--- src/rtl/proc_pkg.sv ---
// rtl/proc_pkg.sv - shared opcode/funct constants and enums for the decode/execute stage
// Contents: opcode and funct encodings, ALU operation enum, stage FSM state enum.
package proc_pkg;

  localparam logic [5:0] OP_RTYPE = 6'b000000;
  localparam logic [5:0] OP_ADDI  = 6'b001000;
  localparam logic [5:0] OP_LW    = 6'b100011;
  localparam logic [5:0] OP_SW    = 6'b101011;
  localparam logic [5:0] OP_BEQ   = 6'b000100;
  localparam logic [5:0] OP_J     = 6'b000010;

  localparam logic [5:0] F_ADD = 6'b100000;
  localparam logic [5:0] F_SUB = 6'b100010;
  localparam logic [5:0] F_AND = 6'b100100;
  localparam logic [5:0] F_OR  = 6'b100101;
  localparam logic [5:0] F_SLT = 6'b101010;

  typedef enum logic [2:0] {
    ALU_ADD,
    ALU_SUB,
    ALU_AND,
    ALU_OR,
    ALU_SLT
  } alu_op_t;

  typedef enum logic {
    EXEC,
    LOAD_WB
  } de_state_t;

endpackage

--- src/rtl/decode_execute_regfile.sv ---
// rtl/decode_execute_regfile.sv - register file, 2 combinational read ports, 1 synchronous write port
// Ports:
//   clk, rst_n           : clock, synchronous active-low clear of every register
//   raddr_a/raddr_b      : read addresses; rdata_a/rdata_b return the current contents
//   we, waddr, wdata     : write port, takes effect on posedge (r0 writes dropped)
module decode_execute_regfile
  import proc_pkg::*;
#(
  parameter int NREG = 32,
  parameter int DW   = 32
) (
  input  logic          clk,
  input  logic          rst_n,
  input  logic [4:0]    raddr_a,
  input  logic [4:0]    raddr_b,
  output logic [DW-1:0] rdata_a,
  output logic [DW-1:0] rdata_b,
  input  logic          we,
  input  logic [4:0]    waddr,
  input  logic [DW-1:0] wdata
);

  logic [DW-1:0] regs [NREG];

  // Reads see the pre-write value in the cycle a write is issued.
  assign rdata_a = regs[raddr_a];
  assign rdata_b = regs[raddr_b];

  always_ff @(posedge clk) begin
    if (!rst_n) begin
      for (int i = 0; i < NREG; i++) regs[i] <= '0;
    end else if (we && (waddr != 5'd0)) begin
      regs[waddr] <= wdata;
    end
  end

endmodule

--- src/rtl/decode_execute.sv ---
// rtl/decode_execute.sv - decode/execute/memory/writeback stage of the 2-stage processor
// Ports:
//   clk, rst_n                : clock, synchronous active-low reset
//   instr, pc, instr_valid    : instruction from fetch and its PC
//   branch, zero, jump, stall : controls back to fetch (registered, held between instructions)
//   dmem_*                    : data-memory word address, store data, store/load strobes, load data
//   wb_valid, wb_reg, wb_data : writeback report
//   illegal                   : sticky unsupported-instruction flag
module decode_execute
  import proc_pkg::*;
#(
  parameter int NREG    = 32,
  parameter int DW      = 32,
  parameter int DMEM_AW = 6
) (
  input  logic               clk,
  input  logic               rst_n,
  input  logic [31:0]        instr,
  input  logic [31:0]        pc,
  input  logic               instr_valid,
  output logic               branch,
  output logic               zero,
  output logic               jump,
  output logic               stall,
  output logic [DMEM_AW-1:0] dmem_addr,
  output logic [DW-1:0]      dmem_wdata,
  output logic               dmem_we,
  output logic               dmem_re,
  input  logic [DW-1:0]      dmem_rdata,
  output logic               wb_valid,
  output logic [4:0]         wb_reg,
  output logic [DW-1:0]      wb_data,
  output logic               illegal
);

  logic [5:0]    op, funct;
  logic [4:0]    rs, rt, rd;
  logic [DW-1:0] imm_ext;

  assign op      = instr[31:26];
  assign rs      = instr[25:21];
  assign rt      = instr[20:16];
  assign rd      = instr[15:11];
  assign funct   = instr[5:0];
  assign imm_ext = {{(DW-16){instr[15]}}, instr[15:0]};

  // ---------------- decode ----------------
  logic    legal, use_imm, wr_en, is_lw, is_sw, is_beq, is_j;
  logic [4:0] wr_reg;
  alu_op_t alu_op;

  always_comb begin
    legal   = 1'b0;
    use_imm = 1'b0;
    wr_en   = 1'b0;
    is_lw   = 1'b0;
    is_sw   = 1'b0;
    is_beq  = 1'b0;
    is_j    = 1'b0;
    wr_reg  = rd;
    alu_op  = ALU_ADD;
    case (op)
      OP_RTYPE: begin
        legal = 1'b1;
        case (funct)
          F_ADD:   alu_op = ALU_ADD;
          F_SUB:   alu_op = ALU_SUB;
          F_AND:   alu_op = ALU_AND;
          F_OR:    alu_op = ALU_OR;
          F_SLT:   alu_op = ALU_SLT;
          default: legal  = 1'b0;
        endcase
        wr_en = legal;
      end
      OP_ADDI: begin
        legal   = 1'b1;
        use_imm = 1'b1;
        wr_en   = 1'b1;
        wr_reg  = rt;
      end
      OP_LW:   begin legal = 1'b1; is_lw  = 1'b1; end
      OP_SW:   begin legal = 1'b1; is_sw  = 1'b1; end
      OP_BEQ:  begin legal = 1'b1; is_beq = 1'b1; end
      OP_J:    begin legal = 1'b1; is_j   = 1'b1; end
      default: legal = 1'b0;
    endcase
  end

  // ---------------- register file ----------------
  logic [DW-1:0] rs_val, rt_val, rf_wdata;
  logic          rf_we;
  logic [4:0]    rf_waddr;

  decode_execute_regfile #(.NREG(NREG), .DW(DW)) u_regfile (
    .clk     (clk),
    .rst_n   (rst_n),
    .raddr_a (rs),
    .raddr_b (rt),
    .rdata_a (rs_val),
    .rdata_b (rt_val),
    .we      (rf_we),
    .waddr   (rf_waddr),
    .wdata   (rf_wdata)
  );

  // ---------------- ALU and address ----------------
  logic [DW-1:0] alu_b, alu_res, addr_sum;

  assign alu_b    = use_imm ? imm_ext : rt_val;
  assign addr_sum = rs_val + imm_ext;

  always_comb begin
    alu_res = '0;
    case (alu_op)
      ALU_ADD: alu_res = rs_val + alu_b;
      ALU_SUB: alu_res = rs_val - alu_b;
      ALU_AND: alu_res = rs_val & alu_b;
      ALU_OR:  alu_res = rs_val | alu_b;
      ALU_SLT: alu_res = {{(DW-1){1'b0}}, ($signed(rs_val) < $signed(alu_b))};
      default: alu_res = '0;
    endcase
  end

  // Byte-offset bits, high address bits, shamt and pc are not used by this stage.
  logic unused_bits;
  assign unused_bits = &{1'b0, addr_sum, instr[10:6], pc};

  // ---------------- FSM ----------------
  de_state_t state_q, state_d;
  logic [4:0] load_rt_q, load_rt_d;

  logic               branch_d, zero_d, jump_d, stall_d, illegal_d;
  logic               dmem_we_d, dmem_re_d, wb_valid_d;
  logic [DMEM_AW-1:0] dmem_addr_d;
  logic [DW-1:0]      dmem_wdata_d, wb_data_d;
  logic [4:0]         wb_reg_d;

  always_comb begin
    state_d      = state_q;
    load_rt_d    = load_rt_q;
    branch_d     = branch;
    zero_d       = zero;
    jump_d       = jump;
    stall_d      = 1'b0;
    illegal_d    = illegal;
    dmem_we_d    = 1'b0;
    dmem_re_d    = 1'b0;
    dmem_addr_d  = dmem_addr;
    dmem_wdata_d = dmem_wdata;
    wb_valid_d   = 1'b0;
    wb_reg_d     = wb_reg;
    wb_data_d    = wb_data;
    rf_we        = 1'b0;
    rf_waddr     = wr_reg;
    rf_wdata     = alu_res;
    case (state_q)
      EXEC: begin
        if (instr_valid) begin
          // Branch/jump controls are re-evaluated by every accepted instruction.
          branch_d = is_beq;
          zero_d   = is_beq && (rs_val == rt_val);
          jump_d   = is_j;
          if (!legal) illegal_d = 1'b1;
          if (wr_en) begin
            rf_we      = 1'b1;
            wb_valid_d = 1'b1;
            wb_reg_d   = wr_reg;
            wb_data_d  = alu_res;
          end
          if (is_sw) begin
            dmem_we_d    = 1'b1;
            dmem_addr_d  = addr_sum[DMEM_AW+1:2];
            dmem_wdata_d = rt_val;
          end
          if (is_lw) begin
            dmem_re_d   = 1'b1;
            dmem_addr_d = addr_sum[DMEM_AW+1:2];
            stall_d     = 1'b1;
            load_rt_d   = rt;
            state_d     = LOAD_WB;
          end
        end
      end
      LOAD_WB: begin
        rf_we      = 1'b1;
        rf_waddr   = load_rt_q;
        rf_wdata   = dmem_rdata;
        wb_valid_d = 1'b1;
        wb_reg_d   = load_rt_q;
        wb_data_d  = dmem_rdata;
        state_d    = EXEC;
      end
      default: state_d = EXEC;
    endcase
  end

  always_ff @(posedge clk) begin
    if (!rst_n) begin
      state_q    <= EXEC;
      load_rt_q  <= '0;
      branch     <= 1'b0;
      zero       <= 1'b0;
      jump       <= 1'b0;
      stall      <= 1'b0;
      illegal    <= 1'b0;
      dmem_we    <= 1'b0;
      dmem_re    <= 1'b0;
      dmem_addr  <= '0;
      dmem_wdata <= '0;
      wb_valid   <= 1'b0;
      wb_reg     <= '0;
      wb_data    <= '0;
    end else begin
      state_q    <= state_d;
      load_rt_q  <= load_rt_d;
      branch     <= branch_d;
      zero       <= zero_d;
      jump       <= jump_d;
      stall      <= stall_d;
      illegal    <= illegal_d;
      dmem_we    <= dmem_we_d;
      dmem_re    <= dmem_re_d;
      dmem_addr  <= dmem_addr_d;
      dmem_wdata <= dmem_wdata_d;
      wb_valid   <= wb_valid_d;
      wb_reg     <= wb_reg_d;
      wb_data    <= wb_data_d;
    end
  end

endmodule

--- config.mk ---
export PLATFORM = sky130hd
export DESIGN_NAME = decode_execute
export DESIGN_NICKNAME = d
export VERILOG_FILES = /design/src/rtl/proc_pkg.sv /design/src/rtl/decode_execute_regfile.sv /design/src/rtl/decode_execute.sv
export SDC_FILE = /design/constraint.sdc
export NUM_CORES = 2
export LEC_CHECK = 0
export ABC_CLOCK_PERIOD_IN_PS = 7400
export CORE_UTILIZATION = 43
export CTS_CLUSTER_DIAMETER = 120
export DETAILED_ROUTE_END_ITERATION = 16
export GPL_ROUTABILITY_DRIVEN = 0
export SETUP_SLACK_MARGIN = 0.15
export SYNTH_ARGS = -nofsm -noshare
export SYNTH_HDL_FRONTEND = slang
export SYNTH_SLANG_ARGS = --single-unit
--- constraint.sdc ---
create_clock -name clk -period 7.4 [get_ports clk]
set_input_delay 1.48 -clock clk [delete_from_list [all_inputs] [get_ports clk]]
set_output_delay 1.48 -clock clk [all_outputs]
set_load 0.1 [all_outputs]
==> impl_metrics.ini <==
[run_status]
status = complete, no violations

[synth]
ys_seq_area_share_pct = 53.1
syn_area_per_cell_um2 = 13.2
ys_ff_latch = 1111
synth_async_sr_flop_share_pct = 0
syn_inst = 4628
synth_area_um2 = 61200
synthFlopType = edfxtp_1
yosys_warnings = 0
ys_types = 93
synth_edf_count = 1024

[drt]
wirelength_mm = 222
drt-pass1-iter-count = 8
drt_iter0_drc = 6191
drt-met1-wl_mm = 79.1
antenna_left = 0
wire_per_inst_um = 31.9
routed-wl-met3_mm = 23.6
wl_met2_mm = 106
drc = 0
detail_route.vias_per_cell = 6.40
routed.top_layer = met5
vias = 44411

[place]
hpwl_mm = 143
placed_cell_area_um2 = 67800
port_buffers = 149

[layout]
largest_registers = u_regfile.regs x1024, dmem_wdata x32, wb_data x32
regArea_um2 = 32500
top_register = u_regfile.regs
largest_reg_flops = 1024
nets = 5148
area.growth.synth_to_final_pct = 17.6
layout_common_cells = nor2_1, edfxtp_1, mux4_2, buf_4, nand2_1
n_fill_cell = 11879
layout-drive-gt1-share_pct = 27.2
final_area_um2 = 71900
final_common_cell = nor2_1
multi_input_area_um2 = 27000

[setup_path]
cp_top_family = compound AO/OA/AOI/OAI gates
path_buf_inv = 8
path_class = input port to flop
max_stage_delay_ns = 0.57
required_ns = 8.00
path_max_fanout = 31
endpoint_kind = flop
cp_common_cell = buf_4
cp.arrival_ns = 7.63
rrSetupSlack_ns = 1.41
r2r-end = u_regfile.regs[15][23]
path_cells = buf_8 > buf_4 > buf_4 > mux4_2 > mux4_2 > mux2i_1 > buf_4 > nand2_1 > o21ai_0 > ha_1 > a21oi_1 > a31o_2 > o2111ai_1 > o21ai_0 > o21ai_1 > buf_4 > buf_4 > o21a_1 > o21bai_1 > buf_4 > mux2i_1 > o22ai_2 > buf_12 > nor2_1
cp-start-kind = input port
cpMaxStageDelayCell = mux4_2
reg2reg_depth = 25
r2r_start = u_regfile.regs[15][0]

[cts]
cts_tree = yes
clk_transition_reported_paths_ns = 0.06
htree_levels = 3
clock_latency_ns = 0.77
clock_path_buffers = 3
post-cts-setup-buffer-count = 0
cts_resized = 0
cts_hold_buf = 0
clockRootBuffer = clkbuf_16
numCtsBuffers = 117
cts.sinks = 1111

[min_path]
hold_path_depth = 2
holdPathEnd = wb_data[9]
min_from = wb_data[9]
hold_class = flop to flop

[power_and_ir_drop]
p_int_mw = 12.5
p_seq_share_pct = 39.2
p_leak_nw = 26.3
ir_worst_vdd_uv = 243
p_comb_share_pct = 26.3
switching_share_pct = 31.2
p_sw_mw = 5.70
pwr-share-clk_pct = 34.6
power_mw = 18.2
power_density_nw_per_um2 = 254

[sta]
finalSetupTns_ns = 0
fmax_ghz = 0.142
setup_violations = 0
hold_viol_final = 0
hold_ws_ns = 0.451
tightest_slew_ns = 1.17
slew_headroom_pct = 21.7
drv_slew = 0
fin_crit_ns = 7.03
rsz0062_at_grt = false
skew_ns = 0.0430
fin_crit_sh_pct = 95.0

[die]
start_util_pct = 43.2
pin_count = 182
die_y_um = 379
core_um2 = 141000
row_count = 138
dieArea_um2 = 144000
dieWidth_um = 379

[global_routing]
grt_first_pass_wirelength_mm = 313
grt_max_degree = 70
grt_pass1_vias = 43917
grt_antenna_before_repair = 5
grt_usage_pct = 30.8
grt_overflow = 0

[job]
maxCapViolCount = 0
kinds of logic after synthesis:
| kind of cell | synth area share (%) |
|---|---|
| AND/OR/NAND/NOR | 10.4 |
| flip-flops | 53.1 |
| multiplexers | 24.6 |
| buffers and inverters | 3.47 |
| AO/OA/AOI/OAI | 5.41 |
| adder cells (fa/ha/maj) | 2.21 |
| XOR/XNOR | 0.788 |
| other | 0.00613 |
cell type report:
| class | instances | area share (%) |
|---|---|---|
| Sequential cell | 1111 | 45.2 |
| Multi-Input combinational cell | 3002 | 37.5 |
| Timing Repair Buffer | 602 | 7.78 |
| Clock buffer | 127 | 4.15 |
| Tap cell | 1890 | 3.29 |
| Clock inverter | 94 | 1.48 |
| Inverter | 108 | 0.567 |
| Antenna cell | 4 | 0.0139 |
cells in the mapped netlist, types with 7 or more instances:
cell type     n  area [µm²]
buf_2        23         115
mux4_2      600       13500
mux2i_1     151        1510
a21o_1       11        82.6
nor3_1       40         200
nor4_1       14        87.6
ha_1        105        1310
nand2_1     223         837
o21bai_1     24         180
nand3_1      30         150
a21oi_1     117         586
nand2b_1     21         131
edfxtp_1   1024       30700
a221o_1       7        70.1
and3_1       12        75.1
xnor2_1      48         420
xor2_1        7        61.3
o31ai_1       8        60.1
clkbuf_1    327        1230
or3_1         9        56.3
o21a_1       10        75.1
nand4_1      16         100
o21ai_1      15        75.1
o221ai_1     15         131
nor2_1     1142        4290
a211oi_1     43         323
o22ai_1      10        62.6
o211ai_1     19         143
a22oi_1      34         255
a221oi_1     12         105
a31oi_1       7        43.8
and2_1       12        75.1
buf_1        78         293
o21ai_0      95         475
inv_1       104         390
nor2b_1       7        43.8
dfxtp_1      87        1740
power by group through the flow:
stage / Combinational [mW] / Sequential [mW] / Clock [mW]
6_report: 4.79 / 7.14 / 6.31
3_5_place_dp: 4.67 / 7.27 / 0
5_1_grt: 5.00 / 7.16 / 6.57
2_1_floorplan: 2.54 / 7.27 / 0
3_3_place_gp: 4.64 / 7.25 / 0
4_1_cts: 4.69 / 7.14 / 6.35
worst max-delay path by stage:
stage / from / end / slack [ns] / depth (start not counted)
3_3_place_gp: instr[16] / u_regfile.regs[2][27] / -0.11 / 24
6_report: instr[16] / u_regfile.regs[15][23] / 0.37 / 24
4_1_cts: instr[16] / u_regfile.regs[23][23] / 0.60 / 24
2_1_floorplan: instr[21] / u_regfile.regs[5][0] / 0.17 / 22
5_1_grt: instr[16] / u_regfile.regs[31][23] / 0.22 / 24
3_5_place_dp: instr[16] / u_regfile.regs[7][23] / -0.15 / 24
tightest hold or removal path, stage by stage, from the launching register on:
cell and delay, ns:
dfxtp_1 0.31, nand2_1 0.05, a21oi_1 0.05
layer usage:
layer  track usage, %  vias up
met5                0        -
met2             50.6     2930
met3             5.98      617
met4             16.2        6
li1                 -    18132
met1             38.6    22726
per-stage QoR:
step	std cells	utilization (%)	setup slack, ns
CTS	6934	50.8	0.603
finish	6938	50.8	0.368
detailed placement	6713	48.0	-0.154
global placement	6713	48.0	-0.113
floorplan	4659	-	0.168
global route	6935	50.8	0.222
Note: power is estimated with default switching activity, not from simulation.
